## config.mk

```make
export PLATFORM = sky130hd
export DESIGN_NAME = alu_operand_stage
export DESIGN_NICKNAME = d
export VERILOG_FILES = /design/src/rtl/alu_operand_stage.sv
export SDC_FILE = /design/constraint.sdc
export NUM_CORES = 1
export LEC_CHECK = 0
export CAP_MARGIN = 15
export CORE_MARGIN = 8
export CORE_UTILIZATION = 53
export CTS_BUF_LIST = sky130_fd_sc_hd__clkbuf_2
export CTS_CLUSTER_DIAMETER = 150
export DETAILED_ROUTE_END_ITERATION = 7
export GPL_TIMING_DRIVEN = 1
export PLACE_DENSITY = 0.87
export SLEW_MARGIN = 15
export SYNTH_ARGS = -nofsm -noshare
export SYNTH_HDL_FRONTEND = slang
export SYNTH_SLANG_ARGS = --single-unit
```

## constraint.sdc

```tcl
create_clock -name CLK -period 2.92 [get_ports CLK]
set_input_delay 0.876 -clock CLK [delete_from_list [all_inputs] [get_ports CLK]]
set_output_delay 0.876 -clock CLK [all_outputs]
set_load 0.02 [all_outputs]
```

## src/rtl/alu_operand_stage.sv

```systemverilog
// ============================================================================
//  Module   : alu_operand_stage
//  Purpose  : ALU issue stage. Forms operands (immediate extension, opcode
//             screening) and presents them through a 2-entry skid buffer.
//  Revision : 1.0 - initial release
// ============================================================================
`default_nettype none

module alu_operand_stage #(
    parameter int WIDTH     = 16,
    parameter int IMM_WIDTH = 8
) (
    input  logic                 CLK,
    input  logic                 Reset_n,
    input  logic                 Flush,
    input  logic                 InValid,
    output logic                 InReady,
    input  logic [WIDTH-1:0]     InRsVal,
    input  logic [WIDTH-1:0]     InRtVal,
    input  logic [IMM_WIDTH-1:0] InImm,
    input  logic                 InUseImm,
    input  logic                 InSignExt,
    input  logic [2:0]           InAluOp,
    output logic                 OutValid,
    input  logic                 OutReady,
    output logic [WIDTH-1:0]     A,
    output logic [WIDTH-1:0]     B,
    output logic [2:0]           AluOp,
    output logic                 IllegalOp,
    output logic [1:0]           Occupancy
);

    localparam logic [2:0] C_OP_RESERVED = 3'b111;
    localparam logic [2:0] C_OP_AND      = 3'b000;

    logic [WIDTH-1:0] w_ext;
    logic [WIDTH-1:0] w_opb;
    logic [2:0]       w_op;
    logic             w_illegal;
    logic             w_accept;
    logic             w_issue;

    logic             r_main_valid;
    logic             r_skid_valid;
    logic [WIDTH-1:0] r_main_a;
    logic [WIDTH-1:0] r_main_b;
    logic [2:0]       r_main_op;
    logic [WIDTH-1:0] r_skid_a;
    logic [WIDTH-1:0] r_skid_b;
    logic [2:0]       r_skid_op;
    logic             r_illegal;
    logic [1:0]       r_occ;

    logic             w_main_valid_nxt;
    logic             w_skid_valid_nxt;
    logic             w_load_main_new;
    logic             w_load_main_skid;
    logic             w_load_skid;

    // A zero-width replication is illegal, so the full-width case is split out
    generate
        if (IMM_WIDTH >= WIDTH) begin : g_ext_full
            assign w_ext = InImm[WIDTH-1:0];
        end else begin : g_ext_pad
            assign w_ext = {{(WIDTH-IMM_WIDTH){InSignExt & InImm[IMM_WIDTH-1]}}, InImm};
        end
    endgenerate

    assign w_opb     = InUseImm ? w_ext : InRtVal;
    assign w_illegal = (InAluOp == C_OP_RESERVED);
    assign w_op      = w_illegal ? C_OP_AND : InAluOp;

    // Ready comes straight from the skid flop: no combinational path from OutReady
    assign InReady  = ~r_skid_valid;
    assign w_accept = InValid & ~r_skid_valid;
    assign w_issue  = r_main_valid & OutReady;

    always_comb begin
        w_main_valid_nxt = r_main_valid;
        w_skid_valid_nxt = r_skid_valid;
        w_load_main_new  = 1'b0;
        w_load_main_skid = 1'b0;
        w_load_skid      = 1'b0;
        if (Flush) begin
            w_main_valid_nxt = 1'b0;
            w_skid_valid_nxt = 1'b0;
        end else if (!r_main_valid) begin
            if (w_accept) begin
                w_main_valid_nxt = 1'b1;
                w_load_main_new  = 1'b1;
            end
        end else if (w_issue) begin
            if (r_skid_valid) begin
                w_load_main_skid = 1'b1;
                w_load_skid      = w_accept;
                w_skid_valid_nxt = w_accept;
            end else if (w_accept) begin
                w_load_main_new  = 1'b1;
            end else begin
                w_main_valid_nxt = 1'b0;
            end
        end else if (w_accept) begin
            w_load_skid      = 1'b1;
            w_skid_valid_nxt = 1'b1;
        end
    end

    always_ff @(posedge CLK or negedge Reset_n) begin
        if (!Reset_n) begin
            r_main_valid <= 1'b0;
            r_skid_valid <= 1'b0;
            r_main_a     <= '0;
            r_main_b     <= '0;
            r_main_op    <= '0;
            r_skid_a     <= '0;
            r_skid_b     <= '0;
            r_skid_op    <= '0;
            r_illegal    <= 1'b0;
            r_occ        <= 2'd0;
        end else begin
            r_main_valid <= w_main_valid_nxt;
            r_skid_valid <= w_skid_valid_nxt;
            r_occ        <= {1'b0, w_main_valid_nxt} + {1'b0, w_skid_valid_nxt};
            r_illegal    <= w_accept & w_illegal & ~Flush;
            if (w_load_main_new) begin
                r_main_a  <= InRsVal;
                r_main_b  <= w_opb;
                r_main_op <= w_op;
            end else if (w_load_main_skid) begin
                r_main_a  <= r_skid_a;
                r_main_b  <= r_skid_b;
                r_main_op <= r_skid_op;
            end
            if (w_load_skid) begin
                r_skid_a  <= InRsVal;
                r_skid_b  <= w_opb;
                r_skid_op <= w_op;
            end
        end
    end

    assign OutValid  = r_main_valid;
    assign A         = r_main_a;
    assign B         = r_main_b;
    assign AluOp     = r_main_op;
    assign IllegalOp = r_illegal;
    assign Occupancy = r_occ;

endmodule

`default_nettype wire

```

## Yosys cells after proc, flatten, opt, wreduce, memory -nomap -nowiden

Cells that the tools add are included.

| operators by class | value |
|---|---|
| multiplexer cells | 29 |
| add/sub/neg operators | 1 |
| equality and inequality tests | 1 |
| reductions and logical operators | 1 |
| bitwise operators | 7 |

Operator list:

| cell | count |
|---|---|
| two-way mux 16 bit | 5 |
| two-way mux 1 bit | 21 |
| two-way mux 3 bit | 3 |
| bitwise AND 1 bit | 5 |
| == test 3 bit (second input constant) | 1 |
| adder 1 x 1 -> 2 bit | 1 |
| inverter 1 bit | 2 |
| nonzero test 2 bit | 1 |

| word-level totals | value |
|---|---|
| word-level logic and storage cells | 49 |
| register bits | 75 |
| input port bits | 50 |
| output and inout port bits | 40 |

## Logic depth before layout (Yosys ltp)

| logic depth | value |
|---|---|
| depth after elaboration | 8 |
| depth in mapped cells | 6 |
| depth with buffers taken out | 4 |

## Least setup slack after synthesis

OpenSTA, ideal clock, no wires.

| path | value |
|---|---|
| path type | in2reg |
| from | in Flush |
| to | reg r_main_a[10] (netlist: A[10]) |
| path buffers | 0 |
| slack | 0.952 ns |
| arrival | 1.843 ns |
| library setup time | 0.125 ns |
| required time | 2.795 ns |
| stages | 3 |
| cell sequence | or3b_1 nor2_4 mux2_2 |

| on the way | value |
|---|---|
| cells in the longest elaborated chain, start to end | 2 |
| elaborated cells between the ends (all ways) | 4 |
| those cells by class | 3 x mux; 1 x reduce/logical |

RTL lines:

| what | line | source |
|---|---|---|
| start, declared | 15 | `input logic Flush,` |
| two-way mux 1 bit | 84 | `if (Flush) begin` |
| two-way mux 16 bit / nonzero test 2 bit (equally long branches) | n/a |  |
| end signal, assigned | 126 | `r_main_a <= InRsVal;` |
| end signal, assigned | 130 | `r_main_a <= r_skid_a;` |
| end, declared | 45 | `logic [WIDTH-1:0] r_main_a;` |

Several ways; a longest one is shown, not always the timed one.
A chain may end at the register's enable or synchronous reset.

## Final worst setup path

| path | value |
|---|---|
| from | reg r_skid_valid |
| to | out InReady |

| on the way | value |
|---|---|
| cells in the longest elaborated chain, start to end | 1 |

RTL lines:

| what | line | source |
|---|---|---|
| start, declared | 44 | `logic r_skid_valid;` |
| start signal, assigned | 122 | `r_skid_valid <= w_skid_valid_nxt;` |
| inverter 1 bit | 74 | `assign InReady = ~r_skid_valid;` |
| end, declared | 17 | `output logic InReady,` |

No other way between the ends.

==> reports/qor.yml <==
status: "completed"
path_buf_inv: 2
cts_resized: 0
relSlewSlack: 0.3979
vias: 2336
critical_path_class: "register to primary output"
critPathMaxStageDelay_ns: 0.60
placed_cell_area_um2: 4225
initial_core_util: 0.5481
finalSetupTns_ns: 0
h-tree-depth: 3
die_x_um: 94.48
dr.pass1.iters: 4
cp_max_fo: 6
worstRegToRegCells: 4
core_area_um2: 5956
cp.arrival_ns: 1.68
grt_usage: 0.1843
setup_slack_ns: 0.3630
die-height_um: 94.48
r2r-start: "r_skid_valid$_DFF_PN0_"
io-pin-count: 90
synth-seq-cells: 75
cts_tree: "built"
hpwl_mm: 5.725
multi_input_area_um2: 1282
fin_area_um2: 4409
p_per_area_nw_per_um2: 664.2
netSwitchingPower_w: 0.0008029
syn-cell-area_um2: 3264
synth_warnings: 0
grt_overflow: 0
fin_total_pwr_w: 0.002929
cp_top_family: "buffers and inverters"
routedWlPerCell_um: 19.18
power_frac_seq: 0.473
synth_cell_types: 31
post-place-ws_ns: 0.2475
hold_viol: 0
gp_congestion: 0.7209
swShare: 0.2742
cp-end-kind: "primary output"
cp_num_cells: 2
fin_crit_ns: 2.557
cts.sink_count: 75
initialDrtViolationCount: 77
hold_class: "input port to asynchronous set/reset pin"
drcViolationCount: 0
grt_max_degree: 76
regToRegEndpoint: "B[13]$_DFFE_PN0P_"
antenna_left: 0
fillers: 422
die_area_um2: 8926
intPower_w: 0.002126
fmax_ghz: 0.3911
p_clk_frac: 0.280
num-nets-final: 382
synth_fp_nets: 289
grt_pass1_vias: 2560
diodes: 0
required_ns: 2.04
max_cap_violations: 0
grt_pass1_wl_mm: 12.87
io_buffer_count: 89
cp_slowest_cell: "clkdlybuf4s50_1"
rsz0062_at_grt: "no"
combPwrFrac: 0.247
syn-instance-count: 238
skew_ns: 0.01305
cts_hold_buffers: 0
cp-endpoint: "InReady"
critPathLaunch: "r_skid_valid$_DFF_PN0_"
totalWireLength_mm: 7.883
via_per_inst: 5.684
p_leak_nw: 1.965
drive_above_1_share: 0.2024
clock_tree.buffer_depth: 2
final_max_slew_viol_count: 0
seq_area_um2: 1877
start_kind: "register"
numCtsBuffers: 9
ff2ff_setup_slack_ns: 1.20
cp_cell_sequence: "inv_1 > clkdlybuf4s50_1"
clkTransAtPathRegs_ns: 0.21
postCtsSetupBuffers: 0
avgSynthCellArea_um2: 13.72
final.period_utilization: 0.8757
finalSetupViolations: 0
ir_worst_vdd_mv: 0.4633
cts_root_buf: "clkbuf_2"
placementRows: 28
antenna_found_initial: 0
tightest_slew_ns: 0.9031
clk_latency_ns: 0.52
area_delta_synth_final_pct: 35.07
synth_seq_area_share: 0.5749
## layer usage
metal | vias to the layer above | share of wire | GRT usage
met3 | 12 | 0.061 | 0.04603
met4 | 0 | 0.015 | 0.07022
met1 | 1169 | 0.43 | 0.2216
li1 | 1069 | - | -
met5 | - | 0 | 0
met2 | 86 | 0.49 | 0.3117
## through the flow
step                        util  instances  hold slack [ns]
final                     0.7403        411           0.4532
after global placement    0.7095        395           0.4652
after floorplan                -        238           0.4556
after CTS                 0.7403        411           0.4698
after global routing      0.7403        411           0.4793
after detailed placement  0.7095        395           0.4736
## state kept, by name, indices dropped and copies added, names as in the netlist, 2 cells and up
name and count:
A 16, B 16, AluOp 3, r_skid_b 16, r_skid_a 16, Occupancy 2, r_skid_op 3
## cells by family after synthesis
logic type,after synthesis,synth area share
flops,75,0.5749
simple gates,42,0.08279
mux,52,0.1771
fa+ha+maj,1,0.003832
compound gates,50,0.1292
buf+inv,18,0.03220
## synth_stat cells (all sizes together)
master / n / area share
or3b: 1 / 0.0027
nand3: 1 / 0.0015
and4b: 1 / 0.0031
nor2: 2 / 0.0046
and3: 3 / 0.0057
a21o: 6 / 0.014
ha: 1 / 0.0038
mux2: 46 / 0.16
and2: 27 / 0.052
a21boi: 2 / 0.0046
o21ai: 7 / 0.011
dfrtp: 75 / 0.57
inv: 3 / 0.0034
nand2: 4 / 0.0054
clkbuf: 2 / 0.0023
mux2i: 6 / 0.018
nand2b: 1 / 0.0019
a211oi: 1 / 0.0023
and2b: 1 / 0.0023
a21oi: 5 / 0.0088
nor3b: 1 / 0.0038
buf: 13 / 0.026
a221o: 29 / 0.089
## cells in the final DEF (no fill, tap or decap), types with 2 or more instances in the layout
master	netlist	routed
a221o_1	29	29
clkbuf_2	0	9
mux2_2	39	39
bufinv_16	0	4
and3_1	3	3
clkdlybuf4s50_1	0	88
o21ai_0	7	7
mux2i_1	6	6
inv_1	3	3
nand2_1	3	3
mux2_1	7	7
and2_0	10	10
buf_4	4	8
a21boi_0	2	2
a21oi_1	4	4
dfrtp_1	75	75
clkinv_2	0	2
and2_1	17	17
a21o_1	6	6
## power groups by stage
stage | Clock, W | Combinational [W] | Sequential, W
3_3_place_gp | 0 | 0.000706 | 0.00139
2_1_floorplan | 0 | 0.000268 | 0.00149
3_5_place_dp | 0 | 0.000732 | 0.00140
5_1_grt | 0.000882 | 0.000772 | 0.00141
6_report | 0.000820 | 0.000723 | 0.00139
4_1_cts | 0.000833 | 0.000735 | 0.00138
## area by class of cell
cell class,instances,share of cell area
multi-input cells,145,0.2909
repair buffers,97,0.2179
well taps,75,0.02128
flip-flops and latches,75,0.4257
clock buffers,9,0.01022
clock inverters,7,0.03150
inverters,3,0.002554
## worst min path at each step
stage / start / end / slack [ns] / cells past startpoint
floorplan: r_skid_b[14]$_DFFE_PN0P_ / r_skid_b[14]$_DFFE_PN0P_ / 0.46 / 1
global placement: r_skid_b[14]$_DFFE_PN0P_ / r_skid_b[14]$_DFFE_PN0P_ / 0.47 / 1
detailed placement: r_skid_b[3]$_DFFE_PN0P_ / r_skid_b[3]$_DFFE_PN0P_ / 0.47 / 1
CTS: Reset_n / A[1]$_DFFE_PN0P_ / 0.47 / 1
global route: Reset_n / A[1]$_DFFE_PN0P_ / 0.48 / 1
finish: Reset_n / A[1]$_DFFE_PN0P_ / 0.45 / 1
Note: power is estimated with default switching activity, not from simulation.
